`config.mk`:
```
export PLATFORM = sky130hd
export DESIGN_NAME = vid_stream_meter
export DESIGN_NICKNAME = d
export VERILOG_FILES = /design/src/rtl/vid_stream_meter_pkg.sv /design/src/rtl/vid_stream_meter.sv
export SDC_FILE = /design/constraint.sdc
export NUM_CORES = 1
export LEC_CHECK = 0
export CAP_MARGIN = 20
export CORE_MARGIN = 1
export CORE_UTILIZATION = 40
export DETAILED_ROUTE_END_ITERATION = 7
export PLACE_DENSITY = 0.67
export SYNTH_ARGS = -nofsm -noshare
export SYNTH_HDL_FRONTEND = slang
export SYNTH_SLANG_ARGS = --single-unit
export TNS_END_PERCENT = 100
```
`constraint.sdc`:
```
create_clock -name clk -period 7.15 [get_ports clk]
set_input_delay 2.145 -clock clk [delete_from_list [all_inputs] [get_ports clk]]
set_output_delay 2.145 -clock clk [all_outputs]
set_load 0.02 [all_outputs]
```
`src/rtl/vid_stream_meter_pkg.sv`:
```
// Shared types and constants for the video stream meter.
package vid_stream_meter_pkg;

  localparam int unsigned CNT_WIDTH_DEF = 16;
  localparam int unsigned SUM_WIDTH     = 32;
  localparam int unsigned ERR_BITS      = 3;

  localparam int unsigned ERR_WIDTH   = 0;
  localparam int unsigned ERR_OUTSIDE = 1;
  localparam int unsigned ERR_SAT     = 2;

  typedef enum logic {
    WAIT_FRAME = 1'b0,
    ACTIVE     = 1'b1
  } state_t;

endpackage

```
`src/rtl/vid_stream_meter.sv`:
```
// Measures active width, height and pixel checksum of a DE/HS/VS video stream
// and publishes them, with sticky error flags, once per completed frame.
module vid_stream_meter
  import vid_stream_meter_pkg::*;
#(
  parameter int unsigned PIXEL_WIDTH = 8,
  parameter int unsigned CNT_WIDTH   = CNT_WIDTH_DEF
) (
  input  logic                   clk,
  input  logic                   rst,
  input  logic [PIXEL_WIDTH-1:0] di_i,
  input  logic                   de_i,
  input  logic                   hs_i,
  input  logic                   vs_i,
  output logic [CNT_WIDTH-1:0]   width_o,
  output logic [CNT_WIDTH-1:0]   height_o,
  output logic [SUM_WIDTH-1:0]   checksum_o,
  output logic [ERR_BITS-1:0]    err_o,
  output logic                   frame_done_o
);

  localparam logic [CNT_WIDTH-1:0] CNT_MAX = '1;

  state_t                 state, state_nxt;
  logic [CNT_WIDTH-1:0]   cntx, cntx_nxt;
  logic [CNT_WIDTH-1:0]   cnty, cnty_nxt;
  logic [CNT_WIDTH-1:0]   ref_w, ref_w_nxt;
  logic                   ref_vld, ref_vld_nxt;
  logic [SUM_WIDTH-1:0]   sum, sum_nxt;
  logic [ERR_BITS-1:0]    err, err_nxt;

  logic                   pub_c;
  logic [CNT_WIDTH-1:0]   pub_w_c;
  logic [CNT_WIDTH-1:0]   pub_h_c;
  logic [SUM_WIDTH-1:0]   pub_sum_c;
  logic [ERR_BITS-1:0]    pub_err_c;

  // State register.
  always_ff @(posedge clk or posedge rst) begin
    if (rst) state <= WAIT_FRAME;
    else     state <= state_nxt;
  end

  // Next state and working datapath: close line, then start frame, then take the pixel.
  always_comb begin
    state_nxt   = state;
    cntx_nxt    = cntx;
    cnty_nxt    = cnty;
    ref_w_nxt   = ref_w;
    ref_vld_nxt = ref_vld;
    sum_nxt     = sum;
    err_nxt     = err;
    pub_c       = 1'b0;
    pub_w_c     = '0;
    pub_h_c     = '0;
    pub_sum_c   = '0;
    pub_err_c   = '0;

    if (state == ACTIVE && hs_i && cntx != '0) begin
      if (cnty == CNT_MAX) err_nxt[ERR_SAT] = 1'b1;
      else                 cnty_nxt = cnty + CNT_WIDTH'(1);
      if (!ref_vld) begin
        ref_w_nxt   = cntx;
        ref_vld_nxt = 1'b1;
      end else if (cntx != ref_w) begin
        err_nxt[ERR_WIDTH] = 1'b1;
      end
    end

    if (hs_i && vs_i) begin
      pub_c       = (state == ACTIVE);
      pub_w_c     = ref_w_nxt;
      pub_h_c     = cnty_nxt;
      pub_sum_c   = sum;
      pub_err_c   = err_nxt;
      state_nxt   = ACTIVE;
      cnty_nxt    = '0;
      ref_w_nxt   = '0;
      ref_vld_nxt = 1'b0;
      sum_nxt     = '0;
      // Out-of-frame errors seen while waiting belong to the first measured frame.
      if (state == ACTIVE) err_nxt = '0;
    end

    if (hs_i) cntx_nxt = '0;

    if (de_i) begin
      if (state_nxt == ACTIVE) begin
        if (cntx_nxt == CNT_MAX) err_nxt[ERR_SAT] = 1'b1;
        else                     cntx_nxt = cntx_nxt + CNT_WIDTH'(1);
        sum_nxt = sum_nxt + SUM_WIDTH'(di_i);
      end else begin
        err_nxt[ERR_OUTSIDE] = 1'b1;
      end
    end
  end

  // Working registers.
  always_ff @(posedge clk or posedge rst) begin
    if (rst) begin
      cntx    <= '0;
      cnty    <= '0;
      ref_w   <= '0;
      ref_vld <= 1'b0;
      sum     <= '0;
      err     <= '0;
    end else begin
      cntx    <= cntx_nxt;
      cnty    <= cnty_nxt;
      ref_w   <= ref_w_nxt;
      ref_vld <= ref_vld_nxt;
      sum     <= sum_nxt;
      err     <= err_nxt;
    end
  end

  // Published results, held until the next completed frame.
  always_ff @(posedge clk or posedge rst) begin
    if (rst) begin
      width_o      <= '0;
      height_o     <= '0;
      checksum_o   <= '0;
      err_o        <= '0;
      frame_done_o <= 1'b0;
    end else begin
      frame_done_o <= pub_c;
      if (pub_c) begin
        width_o    <= pub_w_c;
        height_o   <= pub_h_c;
        checksum_o <= pub_sum_c;
        err_o      <= pub_err_c;
      end
    end
  end

endmodule

```
==> impl_metrics.csv <==
group,metric,value,unit
layout,multiInputGateArea,0.00330,mm^2
drt,firstDrtPassIters,5,
sta,pins_over_slew_limit,0,
floorplanning,rows,49,
logic_synthesis,postSynthRegisterBits,153,
sta,clock.fmax,200,MHz
pwr,cellInternalPower,1.64,mW
pwr,share_clk_of_total_power,0.398,
logic_synthesis,synth-main-ff-cell,"dfrtp_1",
worst_setup_path,cp-start-kind,"input pin",
drt,final_antenna_net_count,0,
place,place.gp.congestion,0.835,
logic_synthesis,synthesis.area_per_instance,9.59,um^2
sta,final.period_utilization,0.698,
worst_setup_path,cp_num_cells,12,
logic_synthesis,syn_inst,767,
clock_tree,clk_pin_slew_worst_paths,0.06,ns
floorplanning,floorplan.die_area,0.0189,mm^2
worst_setup_path,critical_path.endpoint_type,"flop",
layout,layout_common_cells,"177 x nand2_1, 153 x dfrtp_1, 80 x clkdlybuf4s50_1",
worst_setup_path,setup.reg_to_reg.worst_slack,4.65,ns
sta,timing.setup.tns,0,ns
clock_tree,numCtsBuffers,17,
sta,timing.max_slew.rel_slack,0.391,
drt,dr.first_iter.drc_count,286,
worst_setup_path,r2r-end,"sum[30]",
sta,timing.clock.skew,0.00663,ns
worst_setup_path,crit_type,"in -> reg",
drt,top_layer,"met5",
global_routing,grtUsageTotal,0.187,
logic_synthesis,syn_area,0.00736,mm^2
clock_tree,post_cts.repair.setup_buffers,0,
worst_setup_path,worst-endpoint-required,7.47,ns
sta,timing.final.hold_violations,0,
pwr,p_comb_frac,0.171,
layout,finish.net_count,857,
layout,flow.area_growth_from_synthesis,21.2,%
logic_synthesis,sequential_share_of_the_synthesized_area,0.520,
run_status,outcome,"completed",
layout,drive_above_1_share,0.0709,
global_routing,via_count_of_the_first_global_routing_pass,5539,
floorplanning,boundaryPins,81,
drt,post-route-drc-count,0,
floorplanning,dieWidth,138,um
pwr,swShare,0.281,
sta,worst_pin_slew,0.913,ns
worst_setup_path,crit_path_top_delay_cell,"clkdlybuf4s50_1",
drt,wl_met3,607,um
logic_synthesis,synth_enable_flop_cells,0,
layout,layout.cells.most_common,"nand2_1",
flow_run,drv_cap,0,
pwr,vdd.ir_drop.worst,0.000177,V
floorplanning,initial_core_util,0.409,
logic_synthesis,ys_types,63,
place,portBuffers,80,
clock_tree,cts_root_buf,"clkbuf_16",
global_routing,global_route.overflow_total,0,
worst_setup_path,cpLargestDelayFamily,"buffers and inverters",
pwr,switching_power,641,uW
drt,detail_route.wl_per_cell,14.9,um
drt,dr_vias,5625,
sta,final.min_clock_period,4.99,ns
clock_tree,cts_sinks,153,
global_routing,grt_antenna_before_repair,1,
layout,seq_area,0.00383,mm^2
worst_setup_path,worst_path_maximum_fanout,25,
layout,insertedDiodeCount,0,
worst_setup_path,worst-r2r-cell-count,9,
floorplanning,die_height,138,um
clock_tree,clkLatencyLatePin,0.43,ns
drt,vias_per_cell,5.23,
pwr,power_leakage,3.97,nW
logic_synthesis,synth-async-reset-ratio,1.00,
clock_tree,postCtsHoldBufs,0,
global_routing,grt_pass1_wl,27.4,mm
pwr,pd_cells,256,mW/mm^2
clock_tree,clock_tree.htree_level_count,4,
floorplanning,core_area,0.0180,mm^2
sta,unrepaired_setup_endpoints_after_global_routing,"false",
worst_setup_path,rr_startpoint,"sum[0]",
layout,fillerInstances,1655,
worst_setup_path,worst-endpoint-arrival,5.31,ns
logic_synthesis,synth.yosys.warnings,0,
pwr,sequentialPowerShare,0.431,
layout,final_design_area_no_fill,0.00892,mm^2
worst_setup_path,cp_cell_sequence,"clkdlybuf4s50_1, buf_4, nand2_1, and2_1, ha_1, fa_1, a211oi_1, o21ai_0, a32oi_1, buf_4, nor4_1, o21a_1",
worst_setup_path,crit_top_cell,"buf_4",
worst_setup_path,cpPeakStageDelay,0.46,ns
hold_path,timing.hold.worst.class,"reg -> reg",
drt,wl_met2,7.48,mm
place,placement.cell_area,0.00832,mm^2
drt,met1_wirelength,7.72,mm
clock_tree,clockBufferDepth,2,
hold_path,timing.hold.worst_endpoint,"checksum_o[0]",
clock_tree,clock_tree_from_tritoncts,"yes",
logic_synthesis,synth_nets,791,
global_routing,grt_max_degree,100,
clock_tree,cts.repair.resized,0,
hold_path,hp-start,"sum[0]",
worst_setup_path,path_buf_inv,3,
hold_path,hold_path_depth,2,
place,dpl.hpwl,10.6,mm
drt,routed_wl,16.0,mm
sta,setup_viol_count_final,0,
## metal layers
layer  vias up  GRT usage
li1       2794          -
met1      2708      0.251
met2       102      0.295
met3        19     0.0401
met4         2     0.0690
met5         -          0
## flip-flops by register name, indices dropped and copies added (netlist names)
name          cells
err               3
height_o         16
ref_vld           1
sum              32
cnty             16
width_o          16
err_o             3
frame_done_o      1
state             1
ref_w            16
cntx             16
checksum_o       32
## cell families after synthesis
| logic type | after synthesis | share of synthesized area |
|---|---|---|
| flops | 153 | 0.520 |
| simple gates | 343 | 0.218 |
| xor+xnor | 46 | 0.0548 |
| fa+ha+maj | 11 | 0.0197 |
| mux | 28 | 0.0390 |
| buf+inv | 49 | 0.0318 |
| compound gates | 137 | 0.116 |
## cell usage after synthesis (all sizes together), types with 2 or more instances
cell	instances	area, um^2
nand2	179	674
dfrtp	153	3830
o21ai	52	260
nor2	49	184
clkbuf	31	136
a21oi	30	150
xor2	29	254
mux2i	23	230
nand3	21	105
and2	18	116
xnor2	17	149
nand4	13	81.3
nor4	12	81.3
buf	11	66.3
o31ai	11	82.6
and3	10	62.6
ha	10	125
or4	10	75.1
o211ai	9	67.6
and4	7	61.3
a211oi	6	45.0
inv	6	22.5
mux2	5	56.3
nand2b	5	31.3
nor2b	5	31.3
o2111ai	5	43.8
a2111o	4	45.0
a21o	4	31.3
or3	4	25.0
a31oi	3	18.8
nor3	3	20.0
a31o	2	17.5
nor3b	2	15.0
## worst min-delay path, cell delays in order (launching register included)
cell and delay [ns]:
dfrtp_1 0.34, nand2_1 0.05, nand2_1 0.05
## power groups by stage
stage	sequential [mW]	clock, mW	combinational (mW)
floorplan	1.03	0	0.224
global placement	0.999	0	0.385
detailed placement	0.999	0	0.391
CTS	0.983	0.927	0.394
global route	0.992	0.964	0.435
finish	0.983	0.908	0.390
## layout make-up
class / count / share of cell area
Clock buffer: 20 / 0.0512
Clock inverter: 12 / 0.0159
Inverter: 6 / 0.00309
Multi-Input combinational cell: 565 / 0.370
Sequential cell: 153 / 0.429
Tap cell: 229 / 0.0321
Timing Repair Buffer: 90 / 0.0982
## per-stage QoR
| stage | hold WS (ns) | cells | util | setup slack [ns] | total power, mW |
|---|---|---|---|---|---|
| CTS | 0.469 | 1075 | 0.496 | 2.16 | 2.30 |
| finish | 0.467 | 1075 | 0.496 | 2.16 | 2.28 |
| global route | 0.496 | 1075 | 0.496 | 1.86 | 2.39 |
| floorplan | 0.429 | 767 | - | 0.884 | 1.25 |
| detailed placement | 0.455 | 1043 | 0.463 | 1.74 | 1.39 |
| global placement | 0.461 | 1043 | 0.463 | 1.81 | 1.38 |
## worst max path at each step
| stage | start | endpoint | slack [ns] |
|---|---|---|---|
| floorplan | rst | checksum_o[0] | 0.88 |
| global placement | hs_i | sum[30] | 1.81 |
| detailed placement | hs_i | sum[20] | 1.74 |
| CTS | hs_i | sum[20] | 2.16 |
| global route | hs_i | sum[24] | 1.86 |
| finish | hs_i | sum[30] | 2.16 |
(Power assumes the default switching activity.)
